<file path="src/rtl/cpu_pkg.sv">
// cpu_pkg: shared register-file sizing (XLEN, NREG, AW) and the hardwired-zero register index
package cpu_pkg;
  localparam int XLEN = 32;
  localparam int NREG = 32;
  localparam int AW = 5;
  localparam int ZERO_REG = 0;
endpackage

</file>
<file path="src/rtl/reg_read_port.sv">
// reg_read_port: one read port (addr select, write-through bypass, busy qualify); ports rst_n, regs, busy_q, addr, we, wd_addr, wd_data -> data, busy
module reg_read_port
  import cpu_pkg::*;
(
  input  logic            rst_n,
  input  logic [XLEN-1:0] regs [NREG],
  input  logic [NREG-1:0] busy_q,
  input  logic [AW-1:0]   addr,
  input  logic            we,
  input  logic [AW-1:0]   wd_addr,
  input  logic [XLEN-1:0] wd_data,
  output logic [XLEN-1:0] data,
  output logic            busy
);
  logic zero, hit;
  always_comb begin
    zero = addr == AW'(ZERO_REG);
    hit = we && (wd_addr == addr);
    data = (!rst_n || zero) ? '0 : hit ? wd_data : regs[addr];
    busy = rst_n && !zero && !hit && busy_q[addr];
  end
endmodule

</file>
<file path="src/rtl/reg_file_2r1w.sv">
// reg_file_2r1w: 32x32 RISC-V register file, 2 comb read ports with bypass, 1 write port, busy scoreboard; ports clk, rst_n, rs1/rs2_addr -> rs1/rs2_data, we/wd_addr/wd_data, issue_valid/issue_rd -> rs1/rs2_busy, hazard
module reg_file_2r1w
  import cpu_pkg::*;
(
  input  logic            clk,
  input  logic            rst_n,
  input  logic [AW-1:0]   rs1_addr,
  input  logic [AW-1:0]   rs2_addr,
  output logic [XLEN-1:0] rs1_data,
  output logic [XLEN-1:0] rs2_data,
  input  logic            we,
  input  logic [AW-1:0]   wd_addr,
  input  logic [XLEN-1:0] wd_data,
  input  logic            issue_valid,
  input  logic [AW-1:0]   issue_rd,
  output logic            rs1_busy,
  output logic            rs2_busy,
  output logic            hazard
);
  logic [XLEN-1:0] regs [NREG];
  logic [NREG-1:0] busy_q, set_mask, clr_mask;
  logic            wr;
  always_comb begin
    wr = we && (wd_addr != AW'(ZERO_REG));
    clr_mask = wr ? NREG'(1) << wd_addr : '0;
    set_mask = (issue_valid && issue_rd != AW'(ZERO_REG)) ? NREG'(1) << issue_rd : '0;
    hazard = rs1_busy | rs2_busy;
  end
  always_ff @(posedge clk or negedge rst_n)
    if (!rst_n) begin
      for (int i = 0; i < NREG; i++) regs[i] <= '0;
      busy_q <= '0;
    end else begin
      if (wr) regs[wd_addr] <= wd_data;
      busy_q <= (busy_q & ~clr_mask) | set_mask;
    end
  reg_read_port u_rs1 (
    .rst_n(rst_n), .regs(regs), .busy_q(busy_q), .addr(rs1_addr), .we(we),
    .wd_addr(wd_addr), .wd_data(wd_data), .data(rs1_data), .busy(rs1_busy)
  );
  reg_read_port u_rs2 (
    .rst_n(rst_n), .regs(regs), .busy_q(busy_q), .addr(rs2_addr), .we(we),
    .wd_addr(wd_addr), .wd_data(wd_data), .data(rs2_data), .busy(rs2_busy)
  );
endmodule
</file>
<file path="config.mk">
export PLATFORM = sky130hd
export DESIGN_NAME = reg_file_2r1w
export DESIGN_NICKNAME = d
export VERILOG_FILES = /design/src/rtl/cpu_pkg.sv /design/src/rtl/reg_read_port.sv /design/src/rtl/reg_file_2r1w.sv
export SDC_FILE = /design/constraint.sdc
export NUM_CORES = 2
export LEC_CHECK = 0
export CAP_MARGIN = 40
export CELL_PAD_IN_SITES_DETAIL_PLACEMENT = 1
export CELL_PAD_IN_SITES_GLOBAL_PLACEMENT = 2
export CORE_AREA = 2 2 346 348
export DETAILED_ROUTE_END_ITERATION = 16
export DIE_AREA = 0 0 348 350
export DONT_BUFFER_PORTS = 1
export GPL_TIMING_DRIVEN = 0
export HOLD_SLACK_MARGIN = 0.12
export PLACE_DENSITY_LB_ADDON = 0.25
export SETUP_SLACK_MARGIN = 0.5
export SYNTH_ARGS = -nofsm -noshare
export SYNTH_HDL_FRONTEND = slang
export SYNTH_SLANG_ARGS = --single-unit
</file>
<file path="constraint.sdc">
create_clock -name clk -period 3.2 [get_ports clk]
set_input_delay 0.64 -clock clk [delete_from_list [all_inputs] [get_ports clk]]
set_output_delay 0.64 -clock clk [all_outputs]
set_load 0.05 [all_outputs]
</file>
* Yosys cells after proc, flatten, opt, wreduce, memory -nomap -nowiden *
Index checks and enable logic that the tools add are counted.

storage, ports and cells
  input bits = 56
  logic and storage cells = 91
  output and inout port bits = 67
  register bits after elaboration = 1056

operators by class
  eq/ne operators = 2
  bitwise gates (word level) = 7
  shift operators = 2
  reductions and logical operators = 22
  muxes and demuxes = 19
  order comparisons = 6

operators with widths
  operator              number
  $bwmux 1024           1
  $mux 32               11
  $bmux 32 s5           2
  $demux 32 s5          1
  $shl 1x5->32 const A  2
  $and 32x32->32        1
  $not 32->32           1
  $or 32x32->32         1
  $ge 6x6->1 const B    3
  $not 5->6             3
  $lt 5x6->1 const B    2
  $logic_and 1x1->1     11
  $bmux 1 s5            2
  $eq 5x5->1            2
  $logic_not 5->1       2
  $reduce_bool 5->1     2
  $lt 6x1->1 const B    1
  $logic_not 1->1       5
  $logic_or 1x1->1      2
  $mux 1                2
  $or 1x1->1            1

* Longest topological paths before layout *
  depth after elaboration = 6
  mapped depth = 9
  mapped depth without buffers = 5

* Hierarchy *
Synthesis repeated with hierarchy kept, for this count alone.

second synthesis, totals
  cell total of the unflattened synthesis = 3911
  area total of the unflattened synthesis = 56480.4 um^2

by module, submodules not included
  module         sequential area each (um^2)  cells an instance  times used  area an instance (um^2)
  reg_file_2r1w  26425.3                      2405               1           39414.1
  reg_read_port  0.0                          753                2           8533.2

* Worst setup path before layout *
OpenSTA, ideal clock, no wires.

  kind = input to output
  start point = input rs2_addr[1]
  end point = output hazard
  stages = 8
  required time = 2.560 ns
  arrival time = 3.295 ns
  path slack = -0.735 ns
  path buffers = 3
  cells stage by stage = buf_2 -> buf_4 -> buf_2 -> mux4_2 -> mux2i_1 -> o211ai_1 -> nor2_1 -> o41ai_1

on the way
  cells in the longest elaborated chain, start to end = 6
  elaborated cells between the ends (all ways) = 11
  classes of those cells = eq/ne (1); mux (2); bitwise (1); reduce/logical (7)

ends and longest elaborated chain
  what                                                                RTL line             RTL
  from (decl)                                                         reg_file_2r1w.sv:8   input logic [AW-1:0] rs2_addr,
  parallel branches: the longest is 4 deep, another holds $bmux 1 s5  n/a
  $logic_and 1x1->1 *                                                 reg_read_port.sv:20  busy = rst_n && !zero && !hit && busy_q[addr];
  $or 1x1->1 *                                                        reg_file_2r1w.sv:27  hazard = rs1_busy | rs2_busy;
  to (decl)                                                           reg_file_2r1w.sv:18  output logic hazard

Mark *: on every way between the ends. The select of a mux whose other input is x is not followed.

* Worst setup path in the final report *
  start point = input rs1_addr[0]
  end point = output rs1_data[24]

on the way
  cells in the longest elaborated chain, start to end = 6
  elaborated cells between the ends (all ways) = 10
  classes of those cells = eq/ne (1); mux (5); bitwise (1); reduce/logical (3)

ends and longest elaborated chain
  what                                        RTL line             RTL
  from (decl)                                 reg_file_2r1w.sv:7   input logic [AW-1:0] rs1_addr,
  $not 5->6 (implied by the code)             reg_read_port.sv:19  data = (!rst_n || zero) ? '0 : hit ? wd_data : regs[addr];
  $bmux 32 s5                                 reg_read_port.sv:19
  $mux 32 (implied by the code) (2 in a row)  reg_read_port.sv:19
  $mux 32                                     reg_read_port.sv:19
  $mux 32 *                                   reg_read_port.sv:19
  to (decl)                                   reg_file_2r1w.sv:9   output logic [XLEN-1:0] rs1_data,

Mark *: on every way between the ends. The rest lies on a longest branch, timed or not. The select of a mux whose other input is x is not followed.

==> results.py <==
metrics = {
    "run_status": {
        "status": "finished with violations",
        "violations": "negative hold slack, max-slew violations, negative setup slack",
    },
    "yosys": {
        "syn_nets": 3828,
        "ys_seq_area_frac": 0.468,
        "synth_compound_area_frac": 0.0579,
        "synth-main-ff-cell": "dfrtp_1",
        "synthXorXnorAreaFrac": 0.00155,
        "synthSimpleGateAreaFrac": 0.0188,
        "synth_edf_count": 0,
        "ys_ff_latch": 1056,
        "synthMuxAreaShare": 0.416,
        "syn_area_per_cell_um2": 15.0,
        "netlist_area_mm2": 0.0564,
        "synthAdderAreaFrac": 0,
        "synth_top_family_by_area": "multiplexers",
        "synthCells": 3772,
        "ys_types": 61,
        "async_flop_share": 1.00,
        "yosysWarnings": 0,
    },
    "clock_tree": {
        "numCtsBuffers": 118,
        "cts_tree": "built",
        "clock_path_buffers": 3,
        "cts_root_buffer": "clkbuf_16",
        "cts.clk_slew.worst_paths_ns": 0.07,
        "clkLatencyLatePin_ns": 0.82,
        "cts.sinks": 1056,
        "cts_max_level": 3,
    },
    "setup_path": {
        "reg2regPathDepth": 2,
        "cp-start-kind": "primary input",
        "worst-setup-path-type": "in -> out",
        "end_kind": "output pin",
        "slowest_stage": "mux4_2",
        "cp_num_cells": 8,
        "slowest_delay_ns": 0.56,
        "cpMostUsedCell": "buf_16",
        "timing.rr.start": "regs[272]",
        "path_cells": "buf_16, buf_6, buf_16, buf_16, mux4_2, a22oi_1, nand3_1, a32o_4",
        "cp-startpoint": "rs1_addr[0]",
        "crit_family": "compound AO/OA/AOI/OAI gates",
        "crit_buf_inv": 4,
        "ff2ff_setup_slack_ns": 2.25,
        "crit_required_ns": 2.56,
        "cp_data_arrival_time_ns": 2.79,
        "crit_fanout": 8,
    },
    "sta": {
        "finalSetupViolations": 54,
        "min_period_ns": 3.43,
        "fmax_mhz": 291,
        "fin_worst_skew_ns": 0,
        "finalMaxSlewViolations": 317,
        "rsz0062_at_grt": "true",
        "whs_ns": -0.0202,
        "finalCritPeriodShare": 1.07,
        "layout_setup_ws_ns": -0.231,
        "worstMarginPinSlew_ns": 1.93,
        "finalHoldViolations": 1,
        "relSlewSlack": -0.288,
    },
    "power_and_ir_drop": {
        "peakVddDrop_uv": 527,
        "powerDensity_mw_per_mm2": 601,
        "leakage_nw": 30.9,
        "p_total_w": 0.0435,
    },
    "global_routing": {
        "grt_pass1_vias": 44700,
        "grt_overflow": 0,
        "grt_first_pass_wirelength_um": 377000,
        "track_usage": 0.458,
        "antenna_found_initial": 18,
        "grt_max_degree": 1059,
    },
    "floorplan": {
        "start_util": 0.479,
        "std_cell_rows": 126,
        "fp.dieW_um": 348,
        "die-area_mm2": 0.122,
        "coreArea_mm2": 0.118,
        "die_h_um": 350,
        "io_pins": 123,
    },
    "drt": {
        "drt-initial-drc-count": 6615,
        "wl_per_cell_um": 50.2,
        "wl_um": 295000,
        "firstDrtPassIters": 8,
        "vias": 45000,
        "antenna_left": 0,
        "drc_errors": 0,
        "vias_per_cell": 7.66,
    },
    "finish": {
        "drive_above_1_share": 0.595,
        "final_common_cell": "dfrtp_1",
        "layout.nets": 4287,
        "area_delta_synth_final_pct": 28.4,
        "final_cell_mix": "1055 x dfrtp_1, 936 x mux2_2, 477 x mux4_2",
    },
    "placed_design": {
        "dp_hpwl_um": 165000,
        "gp_congestion": 0.956,
        "port_buffers": 0,
        "place_ws_ns": -0.911,
    },
    "hold_path": {
        "hold_path.class": "in -> async",
    },
    "job": {
        "max-cap-violations": 0,
    },
}
## synth_stat cells (all sizes together), types with 14 or more instances
| library cell | instances | share of area |
|---|---|---|
| a21oi | 36 | 0.0032 |
| a22oi | 143 | 0.019 |
| nor2b | 14 | 0.0016 |
| clkbuf | 220 | 0.015 |
| mux4 | 477 | 0.19 |
| buf | 223 | 0.023 |
| nand3 | 29 | 0.0026 |
| nor3 | 14 | 0.0015 |
| o221ai | 40 | 0.0062 |
| nor2 | 25 | 0.0017 |
| a32o | 33 | 0.0059 |
| a221oi | 30 | 0.0047 |
| nand2b | 14 | 0.0018 |
| mux2i | 129 | 0.023 |
| nand2 | 82 | 0.0055 |
| dfrtp | 1056 | 0.47 |
| mux2 | 995 | 0.20 |
| o21ai | 83 | 0.0074 |
| a22o | 40 | 0.0062 |
## repair_timing
item	CTS	global route
pin swaps	152	144
cloned	47	21
buffers inserted	112	57
endpoints found under the setup margin	67	384
endpoints found under the hold margin	1158	280
hold buffers	38	12
gates resized for setup	715	192
## power breakdown
group | switching, W | internal [W] | leakage [nW]
clock network | 0.00621 | 0.00789 | 1.91
registers | 0.00227 | 0.0159 | 13.5
logic | 0.00534 | 0.00593 | 15.5
## kinds of logic (layout without fill, tap and decap cells)
family | Yosys count | in the layout
xor gates and xnor gates | 10 | 10
AOI/OAI and AO/OA | 442 | 442
buffers and inverters | 452 | 1005
DFF | 1056 | 1056
other | 0 | 14
muxes | 1601 | 1601
and+or+nand+nor | 211 | 211
## final cells by class
| class | instances | area [um2] |
|---|---|---|
| Multi-Input combinational cell | 2264 | 30200 |
| Inverter | 9 | 46.3 |
| Antenna cell | 14 | 35.0 |
| Timing Repair Buffer | 339 | 5270 |
| Sequential cell | 1056 | 26400 |
| Clock inverter | 29 | 302 |
| Buffer | 443 | 4680 |
| Fill cell | 10300 | 45300 |
| Tap cell | 1536 | 1920 |
| Clock buffer | 185 | 3550 |
## metal layers
metal  wire length (um)  vias up  GRT usage  share of wire
met4              29400       24      0.341           0.10
met3              45600     1503      0.217           0.15
li1                   -    15700          -              -
met2             121000     3999      0.642           0.41
met5                241        -    0.00667        0.00082
met1              99100    23800      0.546           0.34
## worst register-to-register path, delay by kind of cell (launching register included)
kind     cells  cell delay [ns]
mux          1             0.27
buf+inv      1             0.16
flops        1             0.41
## worst paths after layout
| path | endpoint |
|---|---|
| worst max-delay path | rs1_data[24] |
| worst min-delay path | regs[117] |
| worst max register to register | regs[272] |
| worst min register to register | regs[1017] |
| max in group asynchronous | regs[1000] |
| min in group clk | busy_q[28] |
## sequential cells by signal, indices dropped and copies added, names as in the netlist
register and cells:
busy_q 32, regs 1024
## stage by stage
step                hold slack (ns)  cells  utilization  cell area, um2  TNS (ns)
finish                      -0.0202   5875        0.615           72500     -3.71
global route                  0.125   5863        0.615           72400     -3.11
CTS                          -0.413   5766        0.595           70100    -0.272
detailed placement            0.421   5355        0.509           59900    -56.50
global placement              0.433   5308        0.504           59300    -91.60
floorplan                     0.344   3772            -           57400         0
Note: power is estimated with default switching activity, not from simulation.
